--- src/rtl/pq_cmd_sched.sv ---
// pq_cmd_sched: upstream command scheduler for the priority-queue blocks.
// Commands (ENQ/DEQ/REPLACE) from a valid/ready producer are buffered in a
// small FIFO and issued to the PQ as single-cycle enq/deq pulses. Dequeued
// pairs come back on a valid/ready response port.
// Optional feature: define PQ_CMD_STATS_EN to add saturating 16-bit
// statistics outputs stat_enq, stat_deq and stat_err.
module pq_cmd_sched #(
   parameter int KEY_WIDTH  = 8,
   parameter int VAL_WIDTH  = 8,
   parameter int FIFO_DEPTH = 4
) (
   input  logic                           clk,
   input  logic                           rst_n,
   input  logic                           cmd_valid,
   output logic                           cmd_ready,
   input  logic [1:0]                     cmd_op,
   input  logic [KEY_WIDTH+VAL_WIDTH-1:0] cmd_kv,
   output logic                           rsp_valid,
   input  logic                           rsp_ready,
   output logic [KEY_WIDTH+VAL_WIDTH-1:0] rsp_kv,
   output logic                           rsp_empty,
   output logic                           err,
   output logic                           pq_enq,
   output logic                           pq_deq,
   output logic [KEY_WIDTH+VAL_WIDTH-1:0] pq_kvi,
   input  logic [KEY_WIDTH+VAL_WIDTH-1:0] pq_kvo,
   input  logic                           pq_busy,
   input  logic                           pq_full,
   input  logic                           pq_empty
`ifdef PQ_CMD_STATS_EN
   ,
   output logic [15:0]                    stat_enq,
   output logic [15:0]                    stat_deq,
   output logic [15:0]                    stat_err
`endif
);

   localparam int KVW = KEY_WIDTH + VAL_WIDTH;
   localparam int AW  = $clog2(FIFO_DEPTH);

   localparam logic [1:0]  OP_NOP  = 2'b00;
   localparam logic [1:0]  OP_ENQ  = 2'b01;
   localparam logic [1:0]  OP_DEQ  = 2'b10;
   localparam logic [1:0]  OP_REP  = 2'b11;
   localparam logic [AW:0] PTR_ONE = {{AW{1'b0}}, 1'b1};

   typedef enum logic [1:0] {
      S_IDLE,
      S_ISSUE,
      S_SETTLE,
      S_WAIT
   } state_t;

   // Command FIFO storage; data only, so no reset needed.
   logic [1:0]     op_mem [FIFO_DEPTH];
   logic [KVW-1:0] kv_mem [FIFO_DEPTH];

   // Extra pointer MSB distinguishes full from empty.
   logic [AW:0]    wr_ptr_q, wr_ptr_d;
   logic [AW:0]    rd_ptr_q, rd_ptr_d;
   logic           fifo_full;
   logic           fifo_empty;
   logic           push;
   logic           go;
   logic           rsp_take;
   logic [1:0]     head_op;
   logic [KVW-1:0] head_kv;

   state_t         state_q;
   logic           pq_enq_q;
   logic           pq_deq_q;
   logic [KVW-1:0] pq_kvi_q;
   logic           err_q;
   logic           rsp_valid_q;
   logic [KVW-1:0] rsp_kv_q;
   logic           rsp_empty_q;

   assign fifo_empty = (wr_ptr_q == rd_ptr_q);
   assign fifo_full  = (wr_ptr_q[AW] != rd_ptr_q[AW]) &&
                       (wr_ptr_q[AW-1:0] == rd_ptr_q[AW-1:0]);
   assign cmd_ready  = !fifo_full;

   // NOPs complete the handshake but are never stored.
   assign push     = cmd_valid && cmd_ready && (cmd_op != OP_NOP);
   assign head_op  = op_mem[rd_ptr_q[AW-1:0]];
   assign head_kv  = kv_mem[rd_ptr_q[AW-1:0]];
   assign rsp_take = rsp_valid_q && rsp_ready;

   // Issue decision: ENQ never waits on the response port; DEQ/REPLACE need
   // the response slot free (or freed this cycle) so no response is lost.
   assign go = (state_q == S_IDLE) && !fifo_empty && !pq_busy &&
               ((head_op == OP_ENQ) || !rsp_valid_q || rsp_take);

   assign wr_ptr_d = push ? (wr_ptr_q + PTR_ONE) : wr_ptr_q;
   assign rd_ptr_d = go   ? (rd_ptr_q + PTR_ONE) : rd_ptr_q;

   // Write accepted commands into the FIFO storage.
   always_ff @(posedge clk) begin
      if (push) begin
         op_mem[wr_ptr_q[AW-1:0]] <= cmd_op;
         kv_mem[wr_ptr_q[AW-1:0]] <= cmd_kv;
      end
   end

   // FIFO pointer registers.
   always_ff @(posedge clk or negedge rst_n) begin
      if (!rst_n) begin
         wr_ptr_q <= '0;
         rd_ptr_q <= '0;
      end else begin
         wr_ptr_q <= wr_ptr_d;
         rd_ptr_q <= rd_ptr_d;
      end
   end

   // Scheduler FSM with registered PQ pulses, error pulse and response slot.
   // The issue decision is taken in IDLE, where the PQ is idle and its
   // flags are stable, so the pulses appear during the ISSUE cycle.
   always_ff @(posedge clk or negedge rst_n) begin
      if (!rst_n) begin
         state_q     <= S_IDLE;
         pq_enq_q    <= 1'b0;
         pq_deq_q    <= 1'b0;
         pq_kvi_q    <= '0;
         err_q       <= 1'b0;
         rsp_valid_q <= 1'b0;
         rsp_kv_q    <= '0;
         rsp_empty_q <= 1'b0;
      end else begin
         pq_enq_q <= 1'b0;
         pq_deq_q <= 1'b0;
         err_q    <= 1'b0;
         if (rsp_take) begin
            rsp_valid_q <= 1'b0;
         end
         case (state_q)
            S_IDLE: begin
               if (go) begin
                  state_q  <= S_ISSUE;
                  pq_kvi_q <= head_kv;
                  case (head_op)
                     OP_ENQ: begin
                        if (pq_full) begin
                           err_q <= 1'b1;
                        end else begin
                           pq_enq_q <= 1'b1;
                        end
                     end
                     OP_DEQ: begin
                        rsp_valid_q <= 1'b1;
                        if (pq_empty) begin
                           rsp_kv_q    <= '0;
                           rsp_empty_q <= 1'b1;
                        end else begin
                           pq_deq_q    <= 1'b1;
                           rsp_kv_q    <= pq_kvo;
                           rsp_empty_q <= 1'b0;
                        end
                     end
                     OP_REP: begin
                        // An empty PQ cannot be full, so the insert always goes.
                        pq_enq_q    <= 1'b1;
                        rsp_valid_q <= 1'b1;
                        if (pq_empty) begin
                           rsp_kv_q    <= '0;
                           rsp_empty_q <= 1'b1;
                        end else begin
                           pq_deq_q    <= 1'b1;
                           rsp_kv_q    <= pq_kvo;
                           rsp_empty_q <= 1'b0;
                        end
                     end
                     default: begin
                        state_q <= S_IDLE;
                     end
                  endcase
               end
            end
            S_ISSUE: begin
               state_q <= (pq_enq_q || pq_deq_q) ? S_SETTLE : S_IDLE;
            end
            S_SETTLE: begin
               // The PQ raises busy one cycle after a pulse; skip that cycle.
               state_q <= S_WAIT;
            end
            S_WAIT: begin
               if (!pq_busy) begin
                  state_q <= S_IDLE;
               end
            end
            default: begin
               state_q <= S_IDLE;
            end
         endcase
      end
   end

   assign pq_enq    = pq_enq_q;
   assign pq_deq    = pq_deq_q;
   assign pq_kvi    = pq_kvi_q;
   assign err       = err_q;
   assign rsp_valid = rsp_valid_q;
   assign rsp_kv    = rsp_kv_q;
   assign rsp_empty = rsp_empty_q;

`ifdef PQ_CMD_STATS_EN
   logic [15:0] stat_enq_q;
   logic [15:0] stat_deq_q;
   logic [15:0] stat_err_q;
   logic        enq_evt;
   logic        deq_evt;
   logic        err_evt;

   function automatic logic [15:0] sat_inc(input logic [15:0] v);
      return (v == 16'hFFFF) ? v : (v + 16'd1);
   endfunction

   // Events mirror the issue decision; a dropped ENQ and an empty response
   // are mutually exclusive, so one increment covers both.
   assign enq_evt = go && (((head_op == OP_ENQ) && !pq_full) || (head_op == OP_REP));
   assign deq_evt = go && (head_op != OP_ENQ) && !pq_empty;
   assign err_evt = go && (((head_op == OP_ENQ) && pq_full) ||
                           ((head_op != OP_ENQ) && pq_empty));

   // Saturating statistics counters.
   always_ff @(posedge clk or negedge rst_n) begin
      if (!rst_n) begin
         stat_enq_q <= '0;
         stat_deq_q <= '0;
         stat_err_q <= '0;
      end else begin
         if (enq_evt) stat_enq_q <= sat_inc(stat_enq_q);
         if (deq_evt) stat_deq_q <= sat_inc(stat_deq_q);
         if (err_evt) stat_err_q <= sat_inc(stat_err_q);
      end
   end

   assign stat_enq = stat_enq_q;
   assign stat_deq = stat_deq_q;
   assign stat_err = stat_err_q;
`endif

endmodule

--- config.mk ---
export PLATFORM = sky130hd
export DESIGN_NAME = pq_cmd_sched
export DESIGN_NICKNAME = d
export VERILOG_FILES = /design/src/rtl/pq_cmd_sched.sv
export SDC_FILE = /design/constraint.sdc
export NUM_CORES = 1
export LEC_CHECK = 0
export BUFFER_PORTS_ARGS = -buffer_cell sky130_fd_sc_hd__buf_2
export CAP_MARGIN = 25
export CORE_ASPECT_RATIO = 1.25
export CORE_MARGIN = 2
export CORE_UTILIZATION = 60
export CTS_CLUSTER_DIAMETER = 100
export DETAILED_ROUTE_END_ITERATION = 8
export PLACE_DENSITY = 0.85
export SLEW_MARGIN = 20
export SYNTH_ARGS = -nofsm -noshare
export SYNTH_HDL_FRONTEND = slang
export SYNTH_SLANG_ARGS = --single-unit
--- constraint.sdc ---
create_clock -name clk -period 4.15 [get_ports clk]
set_input_delay 1.245 -clock clk [delete_from_list [all_inputs] [get_ports clk]]
set_output_delay 1.245 -clock clk [all_outputs]
set_load 0.1 [all_outputs]
==> Word-level counts from Yosys, hierarchy flattened <==
Memory sizes are Yosys's and may differ from the RTL's. A register that Yosys moved wholly into a read port is not among the register bits.
Index checks and enable logic that the tools add are counted.
{ "totals": {"regBits": 29, "latch_bits": 0, "mem_bits_rw": 72, "rom_bits": 0, "in_bits": 41, "out_inout_bits": 38, "word_cells": 71, "n_memories": 2} }
{ "mem_list": {"columns": ["memory", "words", "width", "read_ports", "rd_ports_with_merged_regs", "wr", "line_no", "text"], "rows": [
  ["kv_mem", 4, 16, 1, 1, 1, "56", "logic [KVW-1:0] kv_mem [FIFO_DEPTH];"],
  ["op_mem", 4, 2, 1, 0, 1, "55", "logic [1:0] op_mem [FIFO_DEPTH];"]
]} }
{ "classes": {"add_sub_neg": 2, "multipliers": 0, "div_mod_pow": 0, "magnitude_cmp": 0, "eq_ne": 11, "shifts": 0, "n_mux": 25, "bitwise": 0, "reduce_logical": 22} }
{ "op_table": {"columns": ["cell", "n"], "rows": [
  ["two-way mux 1 bit", 19],
  ["two-way mux 16 bit", 1],
  ["== test 2 bit (second input constant)", 4],
  ["case mux 2 bit (4 select lines)", 1],
  ["logical AND 1 bit", 7],
  ["adder 3 x 1 -> 3 bit (second input constant)", 2],
  ["two-way mux 2 bit", 3],
  ["zero test 1 bit", 5],
  ["== test 2 x 1 -> 1 bit (second input constant)", 2],
  ["!= test 2 bit (second input constant)", 2],
  ["AND reduction 2 bit", 2],
  ["== test 3 bit", 1],
  ["logical OR 1 bit", 3],
  ["AND reduction 3 bit", 1],
  ["OR reduction 3 bit", 1],
  ["== test 2 bit", 1],
  ["zero test 2 bit", 1],
  ["case mux 1 bit (2 select lines)", 1],
  ["nonzero test 2 bit", 1],
  ["OR reduction 2 bit", 1],
  ["!= test 1 bit", 1]
]} }

==> Longest topological paths before layout <==
Gate-level depths: netlist (run 1).
{ "logic_depth": {"depth_word": 7, "ltp_mapped": 7} }

==> Worst setup path after synthesis (run 1) <==
Ideal clock, no wire load.
{ "synth_path": {"path_kind": "register -> output", "from": "register rd_ptr_q[0]", "to": "output port cmd_ready", "arrival_time_ns": 1.497, "required_time_ns": 2.905, "setup_slack_ns": 1.408, "path_stages_with_launch": 4, "path_buffers": 1, "cell_sequence": "dfrtp_1 > buf_6 > xor2_1 > or3_1"} }
{ "synth_via": {"elab_chain_cells": 3} }
{ "synth_lines": {"columns": ["element", "line_no", "text"], "rows": [
  ["from (decl)", "60", "logic [AW:0] rd_ptr_q, rd_ptr_d;"],
  ["from (signal assigned)", "112", "rd_ptr_q <= rd_ptr_d;"],
  ["== test 2 bit", "80", "(wr_ptr_q[AW-1:0] == rd_ptr_q[AW-1:0]);"],
  ["logical AND 1 bit", "79", "assign fifo_full = (wr_ptr_q[AW] != rd_ptr_q[AW]) &&"],
  ["zero test 1 bit", "81", "assign cmd_ready = !fifo_full;"],
  ["to (decl)", "15", "output logic cmd_ready,"]
]} }
Every way passes these cells.

==> Final worst setup path (run 1) <==
Same ends and word-level chain as after synthesis.

==> results of run 1 <==
## layout make-up
class                   count  area [µm²]  area share [%]
flip-flops and latches    117        3290            57.5
multi-input cells         109        1270            22.3
repair buffers             84         438            7.66
clock buffers              17         414            7.24
clock inverters            15         179            3.13
well taps                  92         115            2.01
inverters                   3        11.3           0.197
## flip-flops by register name, indices dropped and copies added, names as in the netlist, named ones only
name and cells:
pq_enq 1, state_q 1, rsp_valid 1, op_mem 8, rsp_kv 16, pq_kvi 16, rsp_empty 1, err 1
pq_deq 1, rd_ptr_q 3, wr_ptr_q 3, kv_mem 64
## through the flow
step	hold slack, ps	cell area, µm²	std cells	utilization (%)	setup slack (ps)
floorplan	452	4650	238	-	1410
global placement	481	5120	405	68.8	1160
detailed placement	490	5120	405	68.8	1080
CTS	500	5720	437	76.8	778
global route	512	5720	437	76.8	710
finish	499	5720	437	76.8	785
## worst max-delay path, stage by stage (launching register included)
cell and delay (ps):
sky130_fd_sc_hd__dfrtp_1 670, sky130_fd_sc_hd__xor2_1 350, sky130_fd_sc_hd__or3_1 160, sky130_fd_sc_hd__buf_2 420
## logic make-up after synthesis
| kind of cell | count (synthesis) |
|---|---|
| adders and majority gates | 5 |
| muxes | 52 |
| AOI/OAI and AO/OA | 11 |
| buffers and inverters | 12 |
| DFF | 117 |
| and+or+nand+nor | 33 |
| xor gates and xnor gates | 8 |
## worst max-delay path by stage
stage / from / endpoint / slack [ps] / cells past startpoint
final: rd_ptr_q[0] / cmd_ready / 790 / 3
after global routing: rd_ptr_q[0] / cmd_ready / 710 / 3
after CTS: rd_ptr_q[0] / cmd_ready / 780 / 3
after detailed placement: pq_busy / rsp_kv[6] / 1080 / 5
after global placement: pq_busy / rsp_empty / 1160 / 5
after floorplan: rd_ptr_q[0] / cmd_ready / 1410 / 3
## metal layers
layer	wire (µm)	global-route usage, %
met4	153	10.1
met5	0	0
met3	485	6.10
met1	3490	27.7
met2	4090	34.0
## placed cells by master (no fill, tap or decap), drive strengths merged, types with 2 or more instances in the layout
master and instances:
mux2 34, bufinv 3, and2 4, edfxtp 72
nor2 2, clkinv 4, xnor2 2, clkinvlp 5
ha 5, buf 84, inv 6, nand2b 2
clkbuf 17, mux4 18, xor2 6, and3b 2
nor2b 18, dfrtp 45, o31a 2, o21ai 4
## synthesized netlist by cell type
master / instances / area share [%]
sky130_fd_sc_hd__o21a_1: 1 / 0.16
sky130_fd_sc_hd__and3b_1: 2 / 0.38
sky130_fd_sc_hd__buf_8: 1 / 0.32
sky130_fd_sc_hd__nand2_1: 1 / 0.081
sky130_fd_sc_hd__o31a_1: 2 / 0.38
sky130_fd_sc_hd__inv_1: 3 / 0.24
sky130_fd_sc_hd__o311ai_0: 1 / 0.19
sky130_fd_sc_hd__mux2_4: 8 / 2.6
sky130_fd_sc_hd__xor2_1: 6 / 1.1
sky130_fd_sc_hd__a21oi_1: 1 / 0.11
sky130_fd_sc_hd__clkbuf_1: 3 / 0.24
sky130_fd_sc_hd__or2_1: 1 / 0.13
sky130_fd_sc_hd__nor3_1: 1 / 0.11
sky130_fd_sc_hd__mux4_2: 11 / 5.3
sky130_fd_sc_hd__buf_6: 4 / 0.97
sky130_fd_sc_hd__and3_1: 1 / 0.13
sky130_fd_sc_hd__edfxtp_1: 72 / 47
sky130_fd_sc_hd__mux2_2: 26 / 6.3
sky130_fd_sc_hd__buf_1: 1 / 0.081
sky130_fd_sc_hd__nand2b_4: 1 / 0.30
sky130_fd_sc_hd__xnor2_1: 2 / 0.38
sky130_fd_sc_hd__a21bo_2: 1 / 0.22
sky130_fd_sc_hd__a21boi_4: 1 / 0.40
sky130_fd_sc_hd__nor2b_1: 18 / 2.4
sky130_fd_sc_hd__nor2_1: 2 / 0.16
sky130_fd_sc_hd__ha_1: 5 / 1.3
sky130_fd_sc_hd__nand2b_1: 1 / 0.13
sky130_fd_sc_hd__and2_1: 4 / 0.54
sky130_fd_sc_hd__dfrtp_1: 45 / 24
sky130_fd_sc_hd__or3_1: 1 / 0.13
sky130_fd_sc_hd__o21ai_0: 4 / 0.43
sky130_fd_sc_hd__mux4_1: 7 / 4.0
==> impl_results.rst, run 1 <==
.. list-table::
   :header-rows: 1

   * - Metric
     - Value
   * - Gate count of the mapped netlist
     - 238
   * - Net count of the finished layout
     - 378
   * - Count of cells along the worst hold path
     - 1
   * - Clock root buffer
     - sky130_fd_sc_hd__clkbuf_8
   * - Type of the setup path with the least slack
     - flip-flop to output pin
   * - Final Routed Wirelength
     - 8.22 mm
   * - Run status
     - completed
   * - Syn avg cell area
     - 19.5 µm²
   * - Max-Slew Margin vs Limit
     - 37.8%
   * - R2r worst-path depth
     - 5
   * - Complex-gate fraction of the synthesized area
     - 1.88%
   * - Final cycle utilization of the critical path
     - 81.1%
   * - Max H-tree Level
     - 4
   * - Worst EP arrival
     - 2120 ps
   * - Residual overflow from global routing
     - 0
   * - Net count after synthesis
     - 284
   * - Required arrival time at the worst endpoint
     - 2900 ps
   * - Via count
     - 2455
   * - Largest net degree at the start of global routing
     - 46
   * - CTS Hold Buffers Added
     - 0
   * - Initial Utilization
     - 62.5%
   * - Mux share of post-synthesis cell area
     - 18.2%
   * - Post-cts sizing count
     - 0
   * - Worst-skew pair later-pin latency
     - 510 ps
   * - Fill cells
     - 420
   * - Xor/xnor cell area share of the yosys netlist
     - 1.51%
   * - DRT antenna net count
     - 0
   * - TritonRoute pass-1 iters
     - 4
   * - RSZ-0062 raised after global routing
     - no
   * - Drt wl/cell
     - 18.8 µm
   * - Weighted congestion reported at the end of routability-driven placement
     - 0.689
   * - Number of antenna violations at the first check in global routing
     - 0
   * - Hold_sp
     - rsp_kv[4]
   * - Unique cell type count in the Yosys netlist
     - 32
   * - Postcts setup bufs
     - 0
   * - Layout-stage area growth over the synthesis result
     - 23.0%
   * - Clock buffer count from CTS
     - 17
   * - Fraction of final layout cells sized beyond drive strength 1
     - 47.0%
   * - Vias per cell
     - 5.62
   * - Worst min path class
     - flip-flop to flip-flop
   * - Worst reg2reg startpoint
     - rd_ptr_q[0]
   * - Die Width
     - 82.7 µm
   * - Vert. Die Dim
     - 102 µm
   * - Final number of hold-violating endpoints
     - 0
   * - Endpoint kind of the worst setup timing path
     - output pin
   * - Synth warn
     - 0
   * - Die Area
     - 8470 µm²
   * - Clock period minus worst slack
     - 3360 ps
   * - Antenna diode count
     - 0
   * - Dominant combinational cell family by area after synthesis
     - multiplexers
   * - Number of ports placed on the die boundary
     - 79
   * - Number of buffers inserted by port buffering
     - 78
   * - Sum of negative setup slack
     - 0 ps
   * - Largest fanout on the critical path
     - 9
   * - Number of cell rows
     - 35
   * - Detailed Place HPWL
     - 5.14 mm
   * - Peak clock frequency supported by timing
     - 0.297 GHz
   * - Floorplan Core Area
     - 7440 µm²
   * - Post-route DRC
     - 0
   * - TritonCTS clock tree
     - done
   * - Count of endpoints failing setup in the final report
     - 0
   * - Slew of the pin with the lowest slew margin
     - 932 ps
   * - Slack of the worst reg-to-reg path
     - 1470 ps
   * - Number of slew-limit violations in the final report
     - 0
   * - Number of maximum-capacitance constraint violations
     - 0
   * - Largest buffer count on any clock path
     - 2
   * - Flip-flop and latch count after synthesis
     - 117
   * - Clk sink count
     - 117
   * - Area fraction in and, or, nand and nor cells after synthesis
     - 4.52%
   * - Vias in the first global route
     - 2528
   * - End of the worst register-to-register path
     - pq_kvi[3]
   * - DRC violation total after the first TritonRoute iteration
     - 140
   * - End point of the most critical hold path
     - rsp_kv[4]
   * - Netlist area before placement
     - 4650 µm²
   * - Portion of the post-synthesis area used by sequential elements
     - 70.7%
   * - Crit start category
     - flip-flop
   * - Arithmetic-cell share of the synthesized area counting full adders, half adders and majority gates
     - 1.35%
   * - Global-route wire length before repair
     - 12.8 mm
   * - GR Util All Layers
     - 21.5%
   * - Clock transition at the registers of the reported paths
     - 60 ps
   * - Worst clock skew
     - 10.0 ps
Power of run 1 is left out: the tool's default activity adds up to more than one toggle a clock period on the data nets, which glitch-free logic cannot reach.
==> run 2: changes to the inputs <==
--- a/config.mk
+++ b/config.mk
@@ -9,10 +9,10 @@
 export CAP_MARGIN = 25
 export CORE_ASPECT_RATIO = 1.25
 export CORE_MARGIN = 2
-export CORE_UTILIZATION = 60
+export CORE_UTILIZATION = 55
 export CTS_CLUSTER_DIAMETER = 100
 export DETAILED_ROUTE_END_ITERATION = 8
-export PLACE_DENSITY = 0.85
+export PLACE_DENSITY = 0.79
 export SLEW_MARGIN = 20
 export SYNTH_ARGS = -nofsm -noshare
 export SYNTH_HDL_FRONTEND = slang
==> constraint.sdc (replaced) <==
create_clock -name clk -period 3.3 [get_ports clk]
set_input_delay 0.99 -clock clk [delete_from_list [all_inputs] [get_ports clk]]
set_output_delay 0.99 -clock clk [all_outputs]
set_load 0.1 [all_outputs]
==> impl_results.rst, run 2 (synthesis results as in run 1) <==
.. list-table::
   :header-rows: 1

   * - Metric
     - Value
   * - Number of buffers inserted by port buffering
     - 78 (unchanged)
   * - GR Util All Layers
     - 19.5% (was 21.5%)
   * - R2r worst-path depth
     - 6 (was 5)
   * - RSZ-0062 raised after global routing
     - no (unchanged)
   * - Run status
     - completed (unchanged)
   * - Number of cell rows
     - 37 (was 35)
   * - Postcts setup bufs
     - 0 (unchanged)
   * - Cell Chain, Critical Path
     - xor2_1 -> or3_1 -> buf_2 (unchanged)
   * - Count of endpoints failing setup in the final report
     - 0 (unchanged)
   * - Largest net degree at the start of global routing
     - 32 (was 46)
   * - Final Routed Wirelength
     - 8.36 mm (was 8.22 mm)
   * - Number of slew-limit violations in the final report
     - 0 (unchanged)
   * - Global-route wire length before repair
     - 13.0 mm (was 12.8 mm)
   * - Die Width
     - 86.2 µm (was 82.7 µm)
   * - Most used cells in the layout excluding fill and tap cells
     - sky130_fd_sc_hd__buf_2 (78), sky130_fd_sc_hd__edfxtp_1 (72), sky130_fd_sc_hd__dfrtp_1 (45) (was sky130_fd_sc_hd__buf_2 (77), sky130_fd_sc_hd__edfxtp_1 (72), sky130_fd_sc_hd__dfrtp_1 (45))
   * - Antenna diode count
     - 0 (unchanged)
   * - Number of maximum-capacitance constraint violations
     - 0 (unchanged)
   * - Worst clock skew
     - 7.73 ps (was 10.0 ps)
   * - Clk sink count
     - 117 (unchanged)
   * - Layout-stage area growth over the synthesis result
     - 23.7% (was 23.0%)
   * - Final number of hold-violating endpoints
     - 0 (unchanged)
   * - Detailed Place HPWL
     - 5.24 mm (was 5.14 mm)
   * - Number of antenna violations at the first check in global routing
     - 0 (unchanged)
   * - Die Area
     - 9210 µm² (was 8470 µm²)
   * - Via count
     - 2451 (was 2455)
   * - Cell with the largest stage delay on the worst path
     - sky130_fd_sc_hd__dfrtp_1 (unchanged)
   * - Vias per cell
     - 5.51 (was 5.62)
   * - TritonRoute pass-1 iters
     - 4 (unchanged)
   * - Crit start category
     - flip-flop (unchanged)
   * - Worst-skew pair later-pin latency
     - 510 ps (about the same)
   * - Net count of the finished layout
     - 382 (was 378)
   * - Worst EP arrival
     - 1870 ps (was 2120 ps)
   * - Weighted congestion reported at the end of routability-driven placement
     - 0.727 (was 0.689)
   * - CTS Hold Buffers Added
     - 0 (unchanged)
   * - Worst reg2reg startpoint
     - rd_ptr_q[0] (unchanged)
   * - DRC violation total after the first TritonRoute iteration
     - 89 (was 140)
   * - Post-cts sizing count
     - 0 (unchanged)
   * - Cell Count, Final, Fillers Out
     - 445 (was 437)
   * - Fraction of final layout cells sized beyond drive strength 1
     - 48.0% (was 47.0%)
   * - Clock root buffer
     - sky130_fd_sc_hd__clkbuf_8 (unchanged)
   * - Floorplan Core Area
     - 8240 µm² (was 7440 µm²)
   * - Required arrival time at the worst endpoint
     - 2310 ps (was 2900 ps)
   * - Initial Utilization
     - 56.4% (was 62.5%)
   * - Clock transition at the registers of the reported paths
     - 60 ps (about the same)
   * - Flip-flop count of the largest register after layout
     - 64 (unchanged)
   * - Leading cell type in the layout, fill and taps excluded
     - sky130_fd_sc_hd__buf_2 (unchanged)
   * - Type of the setup path with the least slack
     - flip-flop to output pin (unchanged)
   * - Largest buffer count on any clock path
     - 2 (unchanged)
   * - Vias in the first global route
     - 2548 (was 2528)
   * - End of the worst register-to-register path
     - rd_ptr_q[1] (was pq_kvi[3])
   * - Vert. Die Dim
     - 107 µm (was 102 µm)
   * - DRT antenna net count
     - 0 (unchanged)
   * - TritonCTS clock tree
     - done (unchanged)
   * - Max-Slew Margin vs Limit
     - 67.0% (was 37.8%)
   * - Max H-tree Level
     - 4 (unchanged)
   * - Residual overflow from global routing
     - 0 (unchanged)
   * - Number of ports placed on the die boundary
     - 79 (unchanged)
   * - Sum of negative setup slack
     - 0 ps (unchanged)
   * - Slack of the worst reg-to-reg path
     - 860 ps (was 1470 ps)
   * - Endpoint kind of the worst setup timing path
     - output pin (unchanged)
   * - Clock buffer count from CTS
     - 17 (unchanged)
   * - Largest incremental delay on the critical path
     - 440 ps (was 670 ps)
   * - Final cycle utilization of the critical path
     - 86.7%
   * - Post-route DRC
     - 0 (unchanged)
   * - Largest fanout on the critical path
     - 4 (was 9)
   * - Peak clock frequency supported by timing
     - 0.349 GHz
   * - Placed cell count
     - 414 (was 405)
   * - Slew of the pin with the lowest slew margin
     - 499 ps (was 932 ps)
   * - Drt wl/cell
     - 18.8 µm (about the same)
   * - Clock period minus worst slack
     - 2860 ps
   * - Worst min path class
     - primary input to asynchronous set/reset pin (was flip-flop to flip-flop)
   * - Final core area utilization
     - 69.8% (was 76.8%)
## run 2: cell count changes in the layout (fill, tap and decap cells not counted)
cell / delta
sky130_fd_sc_hd__buf_2: +1
sky130_fd_sc_hd__buf_4: +3
sky130_fd_sc_hd__clkinv_1: -2
sky130_fd_sc_hd__clkinv_2: +2
sky130_fd_sc_hd__clkinv_4: +3
sky130_fd_sc_hd__clkinvlp_4: -4
## run 2: worst max-delay path, delay by kind of cell, from the launching register on
| family | cells | cell delay, ps |
|---|---|---|
| buffers and inverters | 1 | 420 |
| XOR/XNOR | 1 | 320 |
| flip-flops | 1 | 440 |
| AND/OR/NAND/NOR | 1 | 180 |
## run 2: area by class of cell
| type | instances | area [µm²] |
|---|---|---|
| Inverter | 3 | 11.3 |
| Clock buffer | 17 | 414 |
| Multi-Input combinational cell | 109 | 1270 |
| Timing Repair Buffer | 88 | 465 |
| Sequential cell | 117 | 3290 |
| Tap cell | 97 | 121 |
| Clock inverter | 14 | 178 |
| Fill cell | 528 | 2490 |
## run 2: how the worst max path moves through the flow
stage	cells after the start	startpoint	slack (ps)	to
floorplan	3	rd_ptr_q[0]	810	cmd_ready
global placement	5	cmd_op[1]	810	kv_mem[0][15]
detailed placement	5	cmd_op[1]	720	kv_mem[0][15]
CTS	3	wr_ptr_q[0]	430	cmd_ready
global route	3	wr_ptr_q[0]	350	cmd_ready
finish	3	wr_ptr_q[0]	440	cmd_ready
## run 2: metal layers
layer	global-route usage [%]	routed length, µm	part of all wire [%]
met5	0	0	0
met4	6.70	83	0.99
met3	6.93	563	6.7
met2	33.2	4380	52
met1	22.9	3330	40
## run 2: through the flow
| step | hold WS [ps] | setup slack (ps) | instance area (µm²) |
|---|---|---|---|
| CTS | 391 | 428 | 5750 |
| global route | 408 | 345 | 5750 |
| detailed placement | 490 | 723 | 5160 |
| floorplan | 452 | 813 | 4650 |
| global placement | 473 | 809 | 5160 |
| finish | 405 | 437 | 5750 |
Power of run 2 is left out for the same reason.
